File: config.mk
export PLATFORM = sky130hd
export DESIGN_NAME = fetch_stage
export DESIGN_NICKNAME = d
export VERILOG_FILES = /design/src/rtl/riscv_pkg.sv /design/src/rtl/fetch_out_reg.sv /design/src/rtl/fetch_stage.sv
export SDC_FILE = /design/constraint.sdc
export NUM_CORES = 1
export LEC_CHECK = 0
export CAP_MARGIN = 10
export CORE_MARGIN = 1
export CORE_UTILIZATION = 55
export DETAILED_ROUTE_END_ITERATION = 10
export DONT_BUFFER_PORTS = 1
export PLACE_DENSITY_LB_ADDON = 0.08
export RECOVER_POWER = 50
export SLEW_MARGIN = 25
export SYNTH_ARGS = -nofsm -noshare
export SYNTH_HDL_FRONTEND = slang
export SYNTH_SLANG_ARGS = --single-unit
File: constraint.sdc
create_clock -name CLK -period 2.7 [get_ports CLK]
set_clock_uncertainty 0.15 [all_clocks]
set_input_delay 0.81 -clock CLK [delete_from_list [all_inputs] [get_ports CLK]]
set_output_delay 0.81 -clock CLK [all_outputs]
set_load 0.05 [all_outputs]
File: src/rtl/riscv_pkg.sv
// Shared definitions for the instruction-fetch stage: data width, the
// bubble instruction word, fetch FSM state encoding and a PC alignment helper.
package riscv_pkg;

   localparam int XLEN = 32;

   // addi x0,x0,0
   localparam logic [XLEN-1:0] RV_NOP_INSN = 32'h0000_0013;

   typedef enum logic [1:0] {
      FETCH = 2'd0,
      WAIT  = 2'd1,
      DRAIN = 2'd2
   } fetch_state_e;

   // Instruction addresses are always word aligned; the low two bits are dropped.
   function automatic logic [XLEN-1:0] word_align(input logic [XLEN-1:0] addr);
      return addr & ~XLEN'(3);
   endfunction

endpackage

File: src/rtl/fetch_out_reg.sv
// Output slot of the fetch stage: the register that drives the IF/ID inputs.
// Priority is flush > load > consume > hold. The PC fields keep their last
// value when the slot empties; only the instruction word falls back to the bubble.
module fetch_out_reg
   import riscv_pkg::*;
#(
   parameter logic [XLEN-1:0] NOP_INSN = RV_NOP_INSN
) (
   input  logic            clk,
   input  logic            rst_b,
   input  logic            flush,
   input  logic            load,
   input  logic            consume,
   input  logic [XLEN-1:0] load_pc,
   input  logic [XLEN-1:0] load_data,
   output logic [XLEN-1:0] pc,
   output logic [XLEN-1:0] pc4,
   output logic [XLEN-1:0] idata,
   output logic            valid
);

   // Slot register: synchronous reset, then flush/load/consume/hold.
   always_ff @(posedge clk) begin
      if (!rst_b) begin
         valid <= 1'b0;
         idata <= NOP_INSN;
         pc    <= '0;
         pc4   <= '0;
      end else if (flush) begin
         valid <= 1'b0;
         idata <= NOP_INSN;
      end else if (load) begin
         valid <= 1'b1;
         idata <= load_data;
         pc    <= load_pc;
         pc4   <= load_pc + XLEN'(4);
      end else if (consume) begin
         valid <= 1'b0;
         idata <= NOP_INSN;
      end
   end

endmodule

File: src/rtl/fetch_stage.sv
// Instruction-fetch stage: owns the PC, runs a single-outstanding
// request/response handshake with instruction memory and presents one
// instruction at a time to the IF/ID register.
// Optional build macro FETCH_PERF_EN adds PERF_FETCHED / PERF_STALL counters.
//
//   state | meaning
//   ------+-----------------------------------------------------------
//   FETCH | no request outstanding; request fetch_pc when slot can take it
//   WAIT  | request granted, response will be presented
//   DRAIN | request granted before a redirect, response will be dropped
module fetch_stage
   import riscv_pkg::*;
#(
   parameter logic [XLEN-1:0] RESET_PC = 32'h0000_0000,
   parameter logic [XLEN-1:0] NOP_INSN = RV_NOP_INSN
) (
   input  logic            CLK,
   input  logic            RST,
   input  logic            STALL,
   input  logic            REDIRECT,
   input  logic [XLEN-1:0] REDIRECT_PC,
   output logic            IMEM_REQ,
   output logic [XLEN-1:0] IMEM_ADDR,
   input  logic            IMEM_GNT,
   input  logic            IMEM_RVALID,
   input  logic [XLEN-1:0] IMEM_RDATA,
   output logic [XLEN-1:0] PC_IF,
   output logic [XLEN-1:0] PC4_IF,
   output logic [XLEN-1:0] IDATA_IF,
   output logic            VALID_IF
`ifdef FETCH_PERF_EN
   ,
   output logic [XLEN-1:0] PERF_FETCHED,
   output logic [XLEN-1:0] PERF_STALL
`endif
);

   fetch_state_e    state;
   fetch_state_e    state_nx;
   logic [XLEN-1:0] fetch_pc;
   logic [XLEN-1:0] fetch_pc_nx;
   logic [XLEN-1:0] issued_pc;

   logic slot_free;
   logic gnt_taken;
   logic resp_live;
   logic load;
   logic consume;

   // The slot can accept a word if it is empty or being consumed this cycle.
   assign slot_free = !VALID_IF || !STALL;
   assign consume   = VALID_IF && !STALL;

   // Requests only go out when the slot will be free by the time the response
   // returns; this is what guarantees WAIT never sees a response with a full slot.
   assign IMEM_REQ  = RST && (state == FETCH) && slot_free;
   assign IMEM_ADDR = fetch_pc;
   assign gnt_taken = IMEM_REQ && IMEM_GNT;

   assign resp_live = (state == WAIT) && IMEM_RVALID;
   assign load      = resp_live && slot_free && !REDIRECT;

   // Next-state and next-PC decode; redirect overrides PC and poisons any
   // transaction still in flight after this cycle.
   always_comb begin
      state_nx    = state;
      fetch_pc_nx = fetch_pc;
      case (state)
         FETCH: begin
            if (gnt_taken) begin
               state_nx    = WAIT;
               fetch_pc_nx = fetch_pc + XLEN'(4);
            end
         end
         WAIT: begin
            if (IMEM_RVALID) state_nx = FETCH;
         end
         DRAIN: begin
            if (IMEM_RVALID) state_nx = FETCH;
         end
         default: state_nx = FETCH;
      endcase
      if (REDIRECT) begin
         fetch_pc_nx = word_align(REDIRECT_PC);
         // A response arriving with the redirect closes the old transaction,
         // so only a still-pending one needs draining.
         if (state_nx != FETCH) state_nx = DRAIN;
      end
   end

   // State, fetch PC and the PC of the request currently in flight.
   always_ff @(posedge CLK) begin
      if (!RST) begin
         state     <= FETCH;
         fetch_pc  <= RESET_PC;
         issued_pc <= RESET_PC;
      end else begin
         state    <= state_nx;
         fetch_pc <= fetch_pc_nx;
         if (gnt_taken) issued_pc <= fetch_pc;
      end
   end

   fetch_out_reg #(
      .NOP_INSN (NOP_INSN)
   ) u_out_reg (
      .clk       (CLK),
      .rst_b     (RST),
      .flush     (REDIRECT),
      .load      (load),
      .consume   (consume),
      .load_pc   (issued_pc),
      .load_data (IMEM_RDATA),
      .pc        (PC_IF),
      .pc4       (PC4_IF),
      .idata     (IDATA_IF),
      .valid     (VALID_IF)
   );

   resp_slot_free_a : assert property (@(posedge CLK) disable iff (!RST)
      (resp_live && !REDIRECT) |-> slot_free);

`ifdef FETCH_PERF_EN
   // Presented-instruction and stalled-cycle counters, free-running with wrap.
   always_ff @(posedge CLK) begin
      if (!RST) begin
         PERF_FETCHED <= '0;
         PERF_STALL   <= '0;
      end else begin
         if (load) PERF_FETCHED <= PERF_FETCHED + XLEN'(1);
         if (VALID_IF && STALL) PERF_STALL <= PERF_STALL + XLEN'(1);
      end
   end
`endif

endmodule

* Word-level counts from Yosys, hierarchy flattened
Index checks and enable logic that the tools add are counted.
** Cells by class
- Reduce and logical (&&, ||, !) cells :: 21
- Bitwise gates (word level) :: 2
- Add/sub/neg operators :: 2
- Equal/unequal tests :: 2
- Muxes and demuxes :: 12
** Operator list (count)
- 2-to-1 mux 32 bit :: 5
- adder 32 x 3 -> 32 bit, second input constant :: 2
- 2-to-1 mux 2 bit :: 4
- nonzero test 2 bit :: 4
- logical AND 1 bit :: 7
- AND reduction 2 bit :: 3
- case mux 2 bit (2 select lines) :: 1
- OR reduction 2 bit :: 2
- zero test 1 bit :: 3
- equality test 2 x 1 -> 1 bit, second input constant :: 1
- equality test 2 bit, second input constant :: 1
- zero test 2 bit :: 1
- 2-to-1 mux 1 bit :: 2
- NOT 1 bit :: 2
- logical OR 1 bit :: 1
** Storage, ports and cells
- Word-level logic and storage cells :: 47
- Output and inout port bits :: 130
- Input bits :: 70
- Bits in registers :: 163

* Logic depth before layout (Yosys ltp)
Gate-level depths: netlist of run 1.
- Depth in word-level cells :: 9
- Depth in mapped cells :: 9
- Gate-level depth less buffers :: 6

* Hierarchy
From an unflattened synthesis of run 1, not the netlist that was laid out.
** Unflattened totals
- Cells, all modules :: 863
- Area, all modules :: 7034.2 um^2
** Modules (own cells, without submodules)
- fetch_out_reg :: times used 1, sequential area each 1901.8 um^2, cells an instance 495, area an instance 4022.6 um^2
- fetch_stage :: times used 1, sequential area each 1241.2 um^2, cells an instance 368, area an instance 3011.6 um^2

* Worst setup path before layout of run 1
OpenSTA, ideal clock, no wires.
- Path kind :: in2out
- Start :: in RST
- End :: out IMEM_REQ
- Required time :: 1.740 ns
- Arrival time :: 1.770 ns
- Stages :: 3
- Slack :: -0.030 ns
- Path buffers :: 1
- Path through :: clkbuf_1 > nand2_1 > nor2_1
** Between the ends
- Longest elaborated chain between the ends :: 2
** RTL lines
- from (decl) :: line fetch_stage.sv:18 : input logic RST,
- logical AND 1 bit (2 in a row) :: line fetch_stage.sv:56 : assign IMEM_REQ = RST && (state == FETCH) && slot_free;
- to (decl) :: line fetch_stage.sv:22 : output logic IMEM_REQ,
No other way between the ends.

* Worst setup path after layout of run 1
- Start :: reg state[1]
- End :: out IMEM_REQ
** Between the ends
- Longest elaborated chain between the ends :: 3
** RTL lines
- from (decl) :: line fetch_stage.sv:38 : fetch_state_e state;
- from (signal assigned) :: line fetch_stage.sv:98 : state <= state_nx;
- zero test 2 bit :: line fetch_stage.sv:56
- logical AND 1 bit (2 in a row) :: line fetch_stage.sv:56
No other way between the ends.

==> results of run 1 <==
-- state kept, by name (all words and copies together) (netlist names) --
name	cells
u_out_reg.pc4	30
state	2
u_out_reg.pc	30
u_out_reg.idata	32
IMEM_ADDR	30
u_out_reg.valid	1
issued_pc	30
-- path summary, 6_finish.rpt --
| kind | startpoint | endpoint | cells after the start |
|---|---|---|---|
| worst min register to register | issued_pc[30] | u_out_reg.pc[30] | 2 |
| worst max register to register | state[1] | u_out_reg.pc4[17] | 7 |
| worst max-delay path | state[1] | IMEM_REQ | 5 |
| worst min-delay path | issued_pc[30] | u_out_reg.pc[30] | 2 |
-- routing by layer --
metal | up-vias | wire length, um
li1 | 3158 | -
met1 | 3094 | 8560
met2 | 271 | 8810
met3 | 26 | 1540
met4 | 0 | 311
met5 | - | 0
-- cell type report --
| class | instances | area, sq um | share of cell area, % |
|---|---|---|---|
| clock buffer | 22 | 464 | 5.96 |
| clock inverter | 10 | 93.8 | 1.21 |
| inverter | 14 | 52.6 | 0.675 |
| multi-input combinational | 629 | 3550 | 45.6 |
| sequential | 155 | 3100 | 39.8 |
| tap | 168 | 210 | 2.70 |
| timing repair buffer | 50 | 310 | 3.98 |
-- kinds of logic (layout without fill, tap and decap cells) --
family                     after synthesis  after routing
muxes                                    2              2
buffers and inverters                   95             96
AOI/OAI and AO/OA                      230            230
and+or+nand+nor                        372            372
DFF                                    155            155
xor gates and xnor gates                14             14
adders and majority gates                5              5
other                                    1              6
-- metrics by stage --
stage / hold WS, ns / instance area [sq um]
2_1_floorplan: 0.303 / 7050
3_3_place_gp: 0.344 / 7340
3_5_place_dp: 0.348 / 7340
4_1_cts: 0.355 / 7900
5_1_grt: 0.356 / 7790
6_report: 0.354 / 7790
-- cells in the mapped netlist (all sizes together), types with 7 or more instances --
master  instances  area share [%]
a211oi          9            0.96
a21oi          43             3.1
a22oi          34             3.6
a311oi         10             1.2
a31oi          22             2.0
and3           10            0.89
and4            8             1.0
buf            17             1.4
clkbuf         64             3.4
dfxtp         155              44
inv            14            0.75
nand2         152             8.1
nand3          36             2.7
nand4          28             2.8
nor2           51             2.7
nor2b           7            0.62
nor3           17             1.2
nor3b           8            0.85
nor4           10            0.89
o21ai          67             4.8
o31ai          24             2.6
or3             9            0.82
or4            24             2.7
xnor2           7            0.87
xor2            7            0.87
-- power by group --
part	internal (mW)	switching, mW
Clock	1.31	0.927
Combinational	0.121	0.328
Sequential	2.36	0.140
-- critical path: cells and delay by family (launching register included) --
kind | cells | cell delay, ns
adder cells (fa/ha/maj) | 1 | 0.25
buffers and inverters | 2 | 0.31
flip-flops | 1 | 0.32
AND/OR/NAND/NOR | 2 | 0.21
==> run_results.csv, run 1 <==
group,metric,value,unit
status,outcome,"complete, no violations",
power,powerDensity,666,nW/um^2
min_path,hp-class,"flip-flop to flip-flop",
setup_path,end_kind,"output port",
sta,post-route-period-util,91.7,%
sta,max_clock_freq,0.404,GHz
sta,drv_slew,0,
floorplanning,die_h,115,um
floorplanning,initial_utilization,57.5,%
yosys,async_reset_ff_share,0,%
sta,finalSetupViolations,0,
clock_network,clock_latency,0.42,ns
routing,viasPerCell,6.25,
grt,met3_usage,7.75,%
grt,use_met1,38.9,%
yosys,yosysSeqAreaShare,44.2,%
routing,detail-route-antenna-nets,0,
grt,globalRouteOverflowTotal,0,
cells_and_area,area_delta_synth_final,10.8,%
clock_network,postCtsSetupRepairBufs,0,
clock_network,tritoncts,"built",
floorplanning,ios,200,
grt,gr-usage-met2,44.7,%
yosys,synth.distinct_cells,56,
placed_design,io_buffers,0,
setup_path,cpMaxStageDelayCell,"dfxtp_1",
yosys,synthMuxAreaShare,0.303,%
yosys,synth_edf_count,0,
power,ir_drop,434,uV
cells_and_area,antennaDiodeCount,0,
grt,grt_start_max_net_pins,86,
routing,first_pass_iters,5,
sta,setup_ws,0.223,ns
sta,worst_pin_slew,0.911,ns
sta,relSlewSlack,39.3,%
routing,wl_per_cell,18.3,um
placed_design,pre_cts_slack,0.321,ns
yosys,synth_fa_ha_area_share,0.890,%
routing,vias,6549,
yosys,synth-simple-area-share,26.5,%
routing,drtIter0Drc,550,
grt,grt_pass1_vias,5862,
sta,min_period,2.48,ns
power,p_leak,2.52,nW
clock_network,cts_buffer_depth,2,
clock_network,cts_buffers,17,
clock_network,clock_sinks,155,
cells_and_area,mostFrequentLayoutCell,"dfxtp_1",
cells_and_area,drive_gt1_share,7.95,%
clock_network,cts_resized,0,
cells_and_area,final_cell_mix,"dfxtp_1 (155), nand2_1 (152), o21ai_0 (67)",
setup_path,r2r_slack,0.31,ns
setup_path,crit_path_max_fanout,4,
grt,grt.busiest_layer,"met2",
sta,report.final.hold_viol_count,0,
yosys,synth_area,7030,sq um
yosys,syn-instance-count,874,
cells_and_area,finalNonFillerCells,1048,
clock_network,clk_pin_slew,0.06,ns
yosys,synth-seq-cells,155,
setup_path,crit_required,1.74,ns
yosys,yosys_warnings,0,
routing,drt-total-wl,19200,um
yosys,avgSynthCellArea,8.04,sq um
floorplanning,fp.dieW,115,um
grt,grt_pass1_wl,29900,um
cells_and_area,fillCellCount,1149,
setup_path,worstPathArrival,1.52,ns
setup_path,critPathKind,"flip-flop to output port",
placed_design,hpwl,13500,um
routing,drc,0,
setup_path,slowest_delay,0.32,ns
power,power.total,5.19,mW
yosys,synth-xor-area-share,1.75,%
yosys,synth_compound_area_share,20.8,%
clock_network,cts_root_buf,"clkbuf_16",
sta,rsz0062_at_grt,"false",
floorplanning,core_area,12200,sq um
placed_design,place.gp.congestion,0.863,
sta,setup_tns,0,ns
yosys,synth_top_family_by_area,"simple AND/OR/NAND/NOR gates",
grt,antenna_found_initial,0,
yosys,synthFlopType,"dfxtp_1",
floorplanning,rows,40,
setup_path,cp-start-kind,"flip-flop",
setup_path,cp_cell_sequence,"inv_1, ha_1, nand2_1, nor2_2, buf_4",
job,cap_violations,0,
grt,grt_usage,28.8,%
cells_and_area,fin_util,63.8,%
floorplanning,die-area,13200,sq um
cells_and_area,fin_nets,942,
clock_network,ctsHoldBuffers,0,
placed_design,place_inst,1016,
clock_network,cts-htree-levels,4,
No activity file was read; power rests on OpenSTA's default activity.
==> run 2: changes to the inputs <==
Clock period 2.7 ns to 2.4 ns, I/O delays scaled along.
==> run 2 against run 1 <==
  * Sequential power up 11%
  * Via count is 1.8% higher
  * Clock power up 33%
  * Critical endpoint unchanged
  * Highest routed layer unchanged
  * Wire length is 2.5% higher
  * Sequential share of layout area down 1.6 points
  * Design area up 4.1%
==> run_results.csv, run 2 (synthesis results as in run 1) <==
group,metric,value,unit
placed_design,place.gp.congestion,0.890,
setup_path,critPathBufInv,2,
power,power.total,6.34,mW
cells_and_area,drive_gt1_share,12.2,%
min_path,hp-class,"primary input to flip-flop",
clock_network,clock_latency,0.42,ns
placed_design,pre_cts_slack,0.173,ns
routing,drc,0,
grt,grt_start_max_net_pins,86,
grt,grt_pass1_wl,31000,um
cells_and_area,fillCellCount,1069,
sta,drv_slew,0,
sta,worst_pin_slew,1.26,ns
setup_path,cp_cell_sequence,"inv_1, ha_4, nand2_1, nor2_4, buf_12",
power,p_int,4.76,mW
cells_and_area,final_cell_mix,"dfxtp_1 (153), nand2_1 (152), o21ai_0 (67)",
sta,relSlewSlack,16.2,%
cells_and_area,fin_util,66.4,%
clock_network,clk_pin_slew,0.06,ns
sta,setup_ws,0.0603,ns
setup_path,slowest_delay,0.34,ns
setup_path,r2r_slack,0.15,ns
clock_network,ctsHoldBuffers,0,
setup_path,worstPathArrival,1.47,ns
power,ir_drop,468,uV
job,cap_violations,0,
routing,first_pass_iters,6,
grt,grt_pass1_vias,6037,
power,combinationalPowerShare,9.2,%
grt,globalRouteOverflowTotal,0,
cells_and_area,finalNonFillerCells,1066,
power,p_sw,1.58,mW
setup_path,cpMaxStageDelayCell,"dfxtp_1",
cells_and_area,area_delta_synth_final,15.4,%
clock_network,clock_sinks,155,
clock_network,tritoncts,"built",
clock_network,cts_resized,2,
routing,viasPerCell,6.26,
clock_network,postCtsSetupRepairBufs,0,
clock_network,cts_root_buf,"clkbuf_16",
setup_path,crit_path_max_fanout,4,
grt,antenna_found_initial,0,
placed_design,place_inst,1034,
power,p_seq_share,43.9,%
sta,max_clock_freq,0.427,GHz
sta,finalSetupViolations,0,
cells_and_area,antennaDiodeCount,0,
routing,vias,6670,
sta,report.final.hold_viol_count,0,
status,outcome,"complete, no violations",
routing,detail-route-antenna-nets,0,
sta,post-route-period-util,97.5,%
power,powerDensity,782,nW/um^2
floorplanning,fp.dieW,115,um
floorplanning,core_area,12200,sq um
sta,rsz0062_at_grt,"false",
setup_path,end_kind,"output port",
setup_path,cp-start-kind,"flip-flop",
placed_design,hpwl,13500,um
setup_path,crit_required,1.53,ns
placed_design,io_buffers,0,
setup_path,cpLargestDelayFamily,"flip-flops",
cells_and_area,fin_nets,960,
routing,drtIter0Drc,583,
floorplanning,ios,200,
power,p_leak,2.75,nW
cells_and_area,largest_register_ffs,32,
power,p_clk_share,46.9,%
floorplanning,die_h,115,um
sta,min_period,2.34,ns
routing,wl_per_cell,18.5,um
floorplanning,rows,40,
grt,grt_usage,29.9,%
floorplanning,die-area,13200,sq um
clock_network,cts_buffers,17,
power,p_sw_share,25.0,%
setup_path,critPathKind,"flip-flop to output port",
clock_network,cts_buffer_depth,2,
cells_and_area,mostFrequentLayoutCell,"dfxtp_1",
floorplanning,initial_utilization,57.5,%
routing,drt-total-wl,19700,um
cells_and_area,regMostFlops,"u_out_reg.idata",
clock_network,cts-htree-levels,4,
## run 2: layout make-up
| type | instances | area [sq um] | area share (%) |
|---|---|---|---|
| Clock buffer | 22 | 474 | 5.85 |
| Multi-Input combinational cell | 629 | 3570 | 44.0 |
| Inverter | 14 | 52.6 | 0.648 |
| Clock inverter | 10 | 186 | 2.30 |
| Sequential cell | 155 | 3110 | 38.3 |
| Tap cell | 168 | 210 | 2.59 |
| Timing Repair Buffer | 68 | 515 | 6.36 |
## run 2: worst paths after layout
kind                   start                to  cells after the start
max                 state[0]          IMEM_REQ                      5
min          REDIRECT_PC[20]     IMEM_ADDR[20]                      2
max reg2reg    IMEM_ADDR[14]     IMEM_ADDR[28]                      4
min reg2reg    issued_pc[29]  u_out_reg.pc[29]                      2
## run 2: power groups by stage
stage                     combinational, mW  clock [mW]  sequential [mW]
final                                 0.583        2.98             2.78
after global routing                  0.627        3.13             2.79
after CTS                             0.595        2.99             2.78
after detailed placement              0.589           0             2.84
after global placement                0.577           0             2.83
after floorplan                       0.292           0             2.96
## run 2: through the flow
stage	hold slack [ns]	TNS, ns	cell area (sq um)
finish	0.295	0	8110
global route	0.283	0	8110
CTS	0.280	0	8180
detailed placement	0.359	0	7510
global placement	0.349	0	7510
floorplan	0.303	-0.0902	7050
## run 2: worst reg2reg max path: cells and delay by family, from the launching register on
kind	cells	cell delay, ns
and+or+nand+nor	4	1.70
DFF	1	0.34
## run 2: layer usage
| layer | vias up | global-route usage, % | part of all wire, % | wire [um] |
|---|---|---|---|---|
| li1 | 3200 | - | - | - |
| met1 | 3187 | 38.6 | 43 | 8480 |
| met2 | 261 | 48.1 | 47 | 9290 |
| met3 | 22 | 8.43 | 8.2 | 1620 |
| met4 | 0 | 9.78 | 1.5 | 298 |
| met5 | - | 0 | 0 | 0 |
==> run 3: changes to the inputs <==
Clock period 2.4 ns to 2.2 ns, I/O delays scaled along.
==> run 3 against run 2 <==
  * Sequential power grew 8.6%
  * Count of clock-buffer cells in the layout is the same
  * Sequential cell count did not move
  * Design area increased by 1.9%
  * Via count up 2.0%
  * Non-clock buffer count grew 20
  * Critical path depth stayed put
  * Total power grew 6.1%
  * Global-route usage shrank 0.25 points
  * Sequential share of layout area fell by 0.51 points
  * Setup slack is essentially flat
  * Combinational power is 16% higher
  * Largest power group unchanged
==> run_results.csv, run 3 (synthesis results as in run 1) <==
group,metric,value,unit
power,p_leak,2.84,nW
setup_path,critPathBufInv,2,
floorplanning,ios,200,
routing,drtIter0Drc,629,
setup_path,slowest_delay,0.33,ns
sta,report.final.hold_viol_count,0,
routing,first_pass_iters,5,
placed_design,io_buffers,0,
floorplanning,initial_utilization,57.5,%
clock_network,clock_latency,0.42,ns
cells_and_area,fillCellCount,1057,
sta,setup_tns,0,ns
clock_network,cts_buffer_depth,2,
cells_and_area,multi_input_area,3590,sq um
setup_path,cp_cell_sequence,"inv_2, ha_4, nand2_4, nor2_4, buf_12",
clock_network,ctsHoldBuffers,0,
setup_path,end_kind,"output port",
sta,max_clock_freq,0.467,GHz
setup_path,crit_required,1.39,ns
power,p_sw_share,25.6,%
status,outcome,"complete, no violations",
min_path,hp-class,"primary input to flip-flop",
placed_design,pre_cts_slack,0.0629,ns
sta,drv_slew,0,
sta,relSlewSlack,39.1,%
grt,grt_usage,29.6,%
grt,grt_pass1_vias,6065,
power,ir_drop,587,uV
power,p_seq_share,44.9,%
job,cap_violations,0,
cells_and_area,antennaDiodeCount,0,
clock_network,clock_sinks,155,
floorplanning,die_h,115,um
placed_design,place.gp.congestion,0.876,
setup_path,cpMaxStageDelayCell,"dfxtp_2",
floorplanning,fp.dieW,115,um
grt,globalRouteOverflowTotal,0,
sta,worst_pin_slew,0.913,ns
routing,detail-route-antenna-nets,0,
setup_path,cp-start-kind,"flip-flop",
grt,antenna_found_initial,0,
floorplanning,rows,40,
routing,vias,6805,
grt,grt_start_max_net_pins,86,
cells_and_area,fin_nets,980,
sta,min_period,2.14,ns
sta,finalSetupViolations,0,
power,combinationalPowerShare,10.0,%
power,p_clk_share,45.1,%
floorplanning,core_area,12200,sq um
setup_path,worstPathArrival,1.33,ns
sta,setup_ws,0.0599,ns
clock_network,cts_buffers,17,
routing,viasPerCell,6.27,
clock_network,tritoncts,"built",
cells_and_area,drive_gt1_share,16.2,%
cells_and_area,register_area,3120,sq um
clock_network,cts-htree-levels,4,
power,powerDensity,814,nW/um^2
routing,drc,0,
floorplanning,die-area,13200,sq um
power,p_int,5.00,mW
routing,wl_per_cell,18.1,um
setup_path,critPathKind,"flip-flop to output port",
placed_design,hpwl,13900,um
clock_network,clk_pin_slew,0.06,ns
setup_path,crit_path_max_fanout,3,
setup_path,cpLargestDelayFamily,"flip-flops",
sta,post-route-period-util,97.3,%
routing,drt-total-wl,19600,um
clock_network,cts_root_buf,"clkbuf_16",
cells_and_area,regMostFlops,"u_out_reg.idata",
cells_and_area,final_cell_mix,"nand2_1 (151), dfxtp_1 (142), o21ai_0 (67)",
cells_and_area,area_delta_synth_final,17.6,%
power,power.total,6.73,mW
grt,grt_pass1_wl,30500,um
cells_and_area,mostFrequentLayoutCell,"nand2_1",
power,p_sw,1.72,mW
cells_and_area,largest_register_ffs,32,
==> run 3: cell type report <==
type	count	area share, %
multi-input combinational	629	43.4
clock inverter	10	1.68
inverter	14	0.636
timing repair buffer	88	8.10
sequential	155	37.8
clock buffer	22	5.86
tap	168	2.54
==> run 3: worst reg2reg max path: cells and delay by family, from the launching register on <==
family | cells | cell delay [ns]
DFF | 1 | 0.33
AOI/OAI and AO/OA | 1 | 0.17
and+or+nand+nor | 3 | 1.36
==> run 3: worst paths after layout <==
| check | start | endpoint | slack, ns | cells after the start |
|---|---|---|---|---|
| worst max-delay path | state[1] | IMEM_REQ | 0.06 | 5 |
| worst min-delay path | REDIRECT_PC[28] | IMEM_ADDR[28] | 0.22 | 2 |
| worst max register to register | issued_pc[12] | u_out_reg.pc4[20] | 0.10 | 4 |
| worst min register to register | issued_pc[29] | u_out_reg.pc[29] | 0.35 | 2 |
==> run 3: power by group through the flow <==
stage / logic (mW) / clock network [mW] / registers, mW
2_1_floorplan: 0.320 / 0 / 3.23
3_3_place_gp: 0.657 / 0 / 3.07
6_report: 0.674 / 3.04 / 3.02
4_1_cts: 0.675 / 3.07 / 3.01
5_1_grt: 0.722 / 3.21 / 3.03
3_5_place_dp: 0.668 / 0 / 3.08
==> run 3: through the flow <==
step           util, %  hold WS (ns)  cell area, sq um  instances
6_report          67.7         0.220              8260       1086
5_1_grt           67.7         0.225              8260       1086
4_1_cts           67.9         0.207              8290       1084
3_5_place_dp      62.7         0.337              7660       1052
3_3_place_gp      62.7         0.338              7660       1052
2_1_floorplan        -         0.303              7080        879
==> run 3: timing repair <==
item                       CTS  global route
setup endpoints to repair    1             1
setup buffers                0             2
gates resized for setup      4             4
pin swaps                    0             2
==> run 3: routing by layer <==
metal	share of wire (%)	global-route usage, %	vias to the layer above
li1	-	-	3234
met1	44	38.3	3232
met2	45	46.3	300
met3	8.4	8.96	39
met4	2.2	11.7	0
met5	0	0	-
